`src/rtl/key_debounce.sv`:
```
// Multi-key debouncer: two-flop synchroniser per active-low key, then an independent
// five-state filter per key that produces a clean level plus registered press,
// release and long-press pulses.
module key_debounce #(
  parameter int unsigned KEY_NUM  = 4,
  parameter int unsigned DB_CNT   = 1_000_000,
  parameter int unsigned LONG_CNT = 50_000_000
) (
  input  logic               sys_clk,
  input  logic               sys_rst_n,
  input  logic [KEY_NUM-1:0] key,
  output logic [KEY_NUM-1:0] key_value,
  output logic [KEY_NUM-1:0] key_press,
  output logic [KEY_NUM-1:0] key_release,
  output logic [KEY_NUM-1:0] key_long
);

  localparam int unsigned CntMax = (DB_CNT > LONG_CNT) ? DB_CNT : LONG_CNT;
  localparam int unsigned CntW   = $clog2(CntMax);
  localparam logic [CntW-1:0] DbLast   = CntW'(DB_CNT - 1);
  localparam logic [CntW-1:0] LongLast = CntW'(LONG_CNT - 1);

  typedef enum logic [2:0] {StIdle, StDbDn, StPressed, StHeld, StDbUp} state_e;

  state_e            state_q [KEY_NUM];
  state_e            state_d [KEY_NUM];
  logic [CntW-1:0]   cnt_q   [KEY_NUM];
  logic [CntW-1:0]   cnt_d   [KEY_NUM];
  logic [KEY_NUM-1:0] long_done_q, long_done_d;
  logic [KEY_NUM-1:0] sync1_q, sync2_q;
  logic [KEY_NUM-1:0] value_q, value_d;
  logic [KEY_NUM-1:0] press_q, press_d;
  logic [KEY_NUM-1:0] release_q, release_d;
  logic [KEY_NUM-1:0] long_q, long_d;

  // Synchroniser: both stages reset to 1 so a held key after reset still needs debouncing.
  always_ff @(posedge sys_clk or negedge sys_rst_n) begin
    if (!sys_rst_n) begin
      sync1_q <= '1;
      sync2_q <= '1;
    end else begin
      sync1_q <= key;
      sync2_q <= sync1_q;
    end
  end

  // State register: per-key FSM state, counter, long-press latch and registered outputs.
  always_ff @(posedge sys_clk or negedge sys_rst_n) begin
    if (!sys_rst_n) begin
      for (int unsigned i = 0; i < KEY_NUM; i++) begin
        state_q[i] <= StIdle;
        cnt_q[i]   <= '0;
      end
      long_done_q <= '0;
      value_q     <= '0;
      press_q     <= '0;
      release_q   <= '0;
      long_q      <= '0;
    end else begin
      for (int unsigned i = 0; i < KEY_NUM; i++) begin
        state_q[i] <= state_d[i];
        cnt_q[i]   <= cnt_d[i];
      end
      long_done_q <= long_done_d;
      value_q     <= value_d;
      press_q     <= press_d;
      release_q   <= release_d;
      long_q      <= long_d;
    end
  end

  // Next-state logic: key_sync low means pressed; counters saturate by leaving the state.
  always_comb begin
    long_done_d = long_done_q;
    for (int unsigned i = 0; i < KEY_NUM; i++) begin
      state_d[i] = state_q[i];
      cnt_d[i]   = cnt_q[i];
      case (state_q[i])
        StIdle: begin
          if (!sync2_q[i]) begin
            state_d[i] = StDbDn;
            cnt_d[i]   = '0;
          end
        end
        StDbDn: begin
          if (sync2_q[i]) begin
            state_d[i] = StIdle;
          end else if (cnt_q[i] == DbLast) begin
            state_d[i] = StPressed;
            cnt_d[i]   = '0;
          end else begin
            cnt_d[i] = cnt_q[i] + CntW'(1);
          end
        end
        StPressed: begin
          if (sync2_q[i]) begin
            state_d[i] = StDbUp;
            cnt_d[i]   = '0;
          end else if (cnt_q[i] == LongLast) begin
            state_d[i]     = StHeld;
            long_done_d[i] = 1'b1;
          end else begin
            cnt_d[i] = cnt_q[i] + CntW'(1);
          end
        end
        StHeld: begin
          if (sync2_q[i]) begin
            state_d[i] = StDbUp;
            cnt_d[i]   = '0;
          end
        end
        StDbUp: begin
          // A release bounce returns to HELD once long fired, else restarts the long count.
          if (!sync2_q[i]) begin
            if (long_done_q[i]) begin
              state_d[i] = StHeld;
            end else begin
              state_d[i] = StPressed;
              cnt_d[i]   = '0;
            end
          end else if (cnt_q[i] == DbLast) begin
            state_d[i]     = StIdle;
            long_done_d[i] = 1'b0;
          end else begin
            cnt_d[i] = cnt_q[i] + CntW'(1);
          end
        end
        default: begin
          state_d[i] = StIdle;
          cnt_d[i]   = '0;
        end
      endcase
    end
  end

  // Output logic: pulses are decoded from the accepting transitions and registered.
  always_comb begin
    value_d   = value_q;
    press_d   = '0;
    release_d = '0;
    long_d    = '0;
    for (int unsigned i = 0; i < KEY_NUM; i++) begin
      if (state_q[i] == StDbDn && !sync2_q[i] && cnt_q[i] == DbLast) begin
        press_d[i] = 1'b1;
        value_d[i] = 1'b1;
      end
      if (state_q[i] == StPressed && !sync2_q[i] && cnt_q[i] == LongLast) begin
        long_d[i] = 1'b1;
      end
      if (state_q[i] == StDbUp && sync2_q[i] && cnt_q[i] == DbLast) begin
        release_d[i] = 1'b1;
        value_d[i]   = 1'b0;
      end
    end
  end

  assign key_value   = value_q;
  assign key_press   = press_q;
  assign key_release = release_q;
  assign key_long    = long_q;

endmodule

```
`config.mk`:
```
export PLATFORM = sky130hd
export DESIGN_NAME = key_debounce
export DESIGN_NICKNAME = d
export VERILOG_FILES = /design/src/rtl/key_debounce.sv
export SDC_FILE = /design/constraint.sdc
export NUM_CORES = 1
export LEC_CHECK = 0
export ABC_CLOCK_PERIOD_IN_PS = 3670
export BUFFER_PORTS_ARGS = -buffer_cell sky130_fd_sc_hd__buf_2
export CAP_MARGIN = 20
export CORE_UTILIZATION = 50
export DETAILED_ROUTE_END_ITERATION = 7
export PLACE_DENSITY = 0.66
export SLEW_MARGIN = 20
export SYNTH_ARGS = -nofsm -noshare
export SYNTH_HDL_FRONTEND = slang
export SYNTH_SLANG_ARGS = --single-unit
```
`constraint.sdc`:
```
create_clock -name sys_clk -period 3.67 [get_ports sys_clk]
set_input_delay 0.734 -clock sys_clk [delete_from_list [all_inputs] [get_ports sys_clk]]
set_output_delay 0.734 -clock sys_clk [all_outputs]
set_load 0.05 [all_outputs]
```
==> impl_metrics.py <==
metrics = {
    "layout": {
        "insertedDiodeCount": 0,
        "final_cell_count_no_fill": 1183,
        "num-fill-cells": 1423,
        "sequential_cell_area_mm2": 0.003613,
        "layout-drive-gt1-share": 0.1013,
        "multiInputGateArea_mm2": 0.004274,
        "layout-area-overhead-vs-synth_pct": 11.50,
        "postLayoutCellArea_mm2": 0.009135,
        "post_layout_net_count": 967,
    },
    "worst_setup_path": {
        "slowest_cp_cell": "or4b_2",
        "beginning_of_the_worst_register_to_register_path": "cnt_q[64]",
        "timing.critical_path.fanout_max": 21,
        "timing.rr.end": "cnt_q[77]",
        "setup.reg_to_reg.worst_slack_ps": 660,
        "worst_path_dominant_cell_family": "simple AND/OR/NAND/NOR gates",
        "timing.critical_path.slowest_cell_delay_ps": 680,
        "worstRegToRegCells": 7,
        "worst-endpoint-arrival_ps": 3320,
        "required_worst_endpoint_ps": 3980,
        "critical_path.n_buffers_inverters": 1,
        "path_class": "flip-flop to flip-flop",
        "cp-end-kind": "flip-flop",
        "worstPathCellList": "or4b_2 -> or4_4 -> o21ai_1 -> o211ai_1 -> buf_4 -> o211a_1 -> a221o_1",
        "worst_setup_path_start_kind": "flip-flop",
    },
    "route": {
        "final_antenna_net_count": 0,
        "drt_iter0_markers": 681,
        "num_vias": 7087,
        "detailedRoute.firstPassIterationCount": 5,
        "route.detailed.wl_per_inst_um": 15.90,
        "vias_per_cell": 5.991,
        "postRouteWirelength_mm": 18.81,
        "detail_route.drc_violations": 0,
    },
    "floorplan": {
        "io_pins": 22,
        "std_cell_rows": 46,
        "die-height_um": 130.0,
        "dieArea_mm2": 0.01690,
        "die-width_um": 130.0,
        "initial_utilization": 0.5139,
        "core-area_mm2": 0.01594,
    },
    "cts": {
        "worstSkewPairLatency_ps": 430,
        "cts_inserted_buffers": 17,
        "clock_tree.root_cell": "clkbuf_16",
        "htree_levels": 4,
        "cts.clk_slew.worst_paths_ps": 60,
        "cts.path.max_buffers": 2,
        "clkSinkCount": 144,
        "cts_setup_buffers": 0,
        "post_cts_resize_count": 0,
        "holdBufCountCts": 0,
        "clock_tree_from_tritoncts": "built",
    },
    "placement": {
        "numPortBuffers": 21,
        "detailedPlacementHpwl_mm": 12.20,
        "gpl.final_weighted_congestion": 0.8323,
        "place_area_mm2": 0.008537,
        "post-place-cells": 1151,
    },
    "pwr": {
        "power_leakage_nw": 4.063,
        "share_seq_of_total_power": 0.437,
        "cell_internal_pwr_w": 0.002845,
        "switching_power_w": 0.001060,
        "combPwrFrac": 0.108,
        "power.switching_fraction": 0.2714,
        "clock_power_share": 0.455,
        "power.density_cell_area_mw_per_mm2": 427.5,
        "ir_worst_vdd_mv": 0.3494,
    },
    "global_route": {
        "number_of_antenna_violations_at_the_first_check_in_global_routing": 0,
        "grt_max_degree": 61,
        "grt_pass1_wl_mm": 32.20,
        "global_route.overflow_total": 0,
        "global_route.usage.total": 0.2387,
        "number_of_global_route_vias_before_repair": 6562,
    },
    "sta": {
        "clock_skew_ps": 7.165,
        "timing.setup.tns_ps": 0,
        "timing.final.crit_period_ps": 3014,
        "finalHoldViolations": 0,
        "achievable-frequency_mhz": 331.8,
        "timing.slew.headroom": 0.3710,
        "setup_viol": 0,
        "timing.final.max_slew_violations": 0,
        "timing.final.crit_share": 0.8213,
        "unrepaired_setup_endpoints_after_global_routing": "false",
        "worst-slew-pin-transition_ps": 937.9,
    },
    "synthesis": {
        "synth_xor_xnor_area_share": 0,
        "postSynth.topFlopCell": "dfrtp_1",
        "post_synth_main_area_contributors": "dfrtp_1 (42%), nand2_1 (5.0%), a22o_1 (4.9%)",
        "fraction_of_the_mapped_netlist_area_in_compound_gates": 0.2040,
        "syn-cell-area_mm2": 0.008193,
        "synthesis.yosys.warnings": 0,
        "post_synth_and_or_nand_nor_area_fraction": 0.2966,
        "syn_inst": 942,
        "muxShareOfSynthArea": 0.008705,
        "synth_top_area_cell": "dfrtp_1",
        "postSynthAreaPerCell_um2": 8.697,
        "synth-seq-area-share": 0.4411,
        "synth-seq-cells": 144,
        "synthTopCellsByCount": "dfrtp_1 (136), nand2_1 (109), nor2_1 (95)",
        "synth-edff-count": 0,
        "synth_async_sr_flop_share": 1.000,
        "synth.lib_cells_used.distinct": 68,
        "syn-num-nets": 955,
        "post-synth-top-area-fraction": 0.4154,
        "post-synth-top-count-cell": "dfrtp_1",
        "synth_top_family_by_area": "simple AND/OR/NAND/NOR gates",
        "synth_adder_area_share": 0.01069,
    },
    "min_path": {
        "holdCritPathClass": "input pin to asynchronous set/reset pin",
    },
    "outcome": {
        "run_status": "finished, final reports clean",
    },
    "job": {
        "drv.max_cap_violation_count": 0,
    },
}
## power groups by stage
stage | clock (W) | sequential, W | combinational (W)
CTS | 0.00180 | 0.00170 | 0.000424
finish | 0.00178 | 0.00171 | 0.000423
detailed placement | 0 | 0.00173 | 0.000421
floorplan | 0 | 0.00170 | 0.000295
global route | 0.00187 | 0.00172 | 0.000475
global placement | 0 | 0.00173 | 0.000415
## how the worst max path moves through the flow
stage                     from   endpoint  slack [ps]  cells after the start
floorplan           cnt_q[101]  cnt_q[78]         970                      8
global placement     cnt_q[64]  cnt_q[77]         740                      7
detailed placement   cnt_q[64]  cnt_q[77]         680                      7
CTS                  cnt_q[64]  cnt_q[77]         670                      7
global route          cnt_q[0]   cnt_q[2]         410                     10
finish               cnt_q[64]  cnt_q[77]         660                      7
## layout make-up
| cell class | instances | area share |
|---|---|---|
| multi-input combinational | 720 | 0.4679 |
| sequential | 144 | 0.3956 |
| clock buffer | 20 | 0.05109 |
| inverter | 32 | 0.01315 |
| tap | 216 | 0.02958 |
| timing repair buffer | 39 | 0.02835 |
| clock inverter | 12 | 0.01438 |
## metal layers
| layer | GRT usage | routed length [um] |
|---|---|---|
| met4 | 0.06498 | 209 |
| met2 | 0.3696 | 8637 |
| met3 | 0.05125 | 507 |
| met1 | 0.3384 | 9451 |
| met5 | 0 | 0 |
## through the flow
stage / hold WS [ps] / setup WS, ps / util / power, W
final: 269.8 / 655.7 / 0.5730 / 0.003905
after global routing: 307.8 / 409.6 / 0.5730 / 0.004062
after CTS: 286.1 / 671.8 / 0.5730 / 0.003932
after detailed placement: 346.9 / 683.5 / 0.5355 / 0.002153
after global placement: 346.6 / 737.6 / 0.5355 / 0.002148
after floorplan: 345.2 / 972.1 / - / 0.001999
## registers in the layout (all words and copies together) (netlist names)
signal	count
cnt_q	104
key_long	4
key_press	4
key_release	4
key_value	4
long_done_q	4
state_q	12
sync1_q	4
sync2_q	4
## cell usage in the layout (no fill, tap or decap), types with 19 or more instances in the layout
| master | instances |
|---|---|
| a21o_1 | 34 |
| a21oi_1 | 34 |
| inv_1 | 32 |
| buf_2 | 20 |
| o22ai_1 | 19 |
| dfrtp_1 | 136 |
| o21ai_0 | 43 |
| nor2_1 | 95 |
| nand4_1 | 42 |
| nand3_1 | 51 |
| nor3_1 | 25 |
| nand2_1 | 109 |
| a22o_1 | 46 |
## logic make-up (layout without fill, tap and decap cells)
| group | count (synthesis) | count (layout) |
|---|---|---|
| AO/OA/AOI/OAI | 242 | 242 |
| adder cells (fa/ha/maj) | 7 | 7 |
| buffers and inverters | 78 | 103 |
| flip-flops | 144 | 144 |
| multiplexers | 7 | 7 |
| AND/OR/NAND/NOR | 464 | 464 |
No activity file was read; power rests on OpenSTA's default activity.
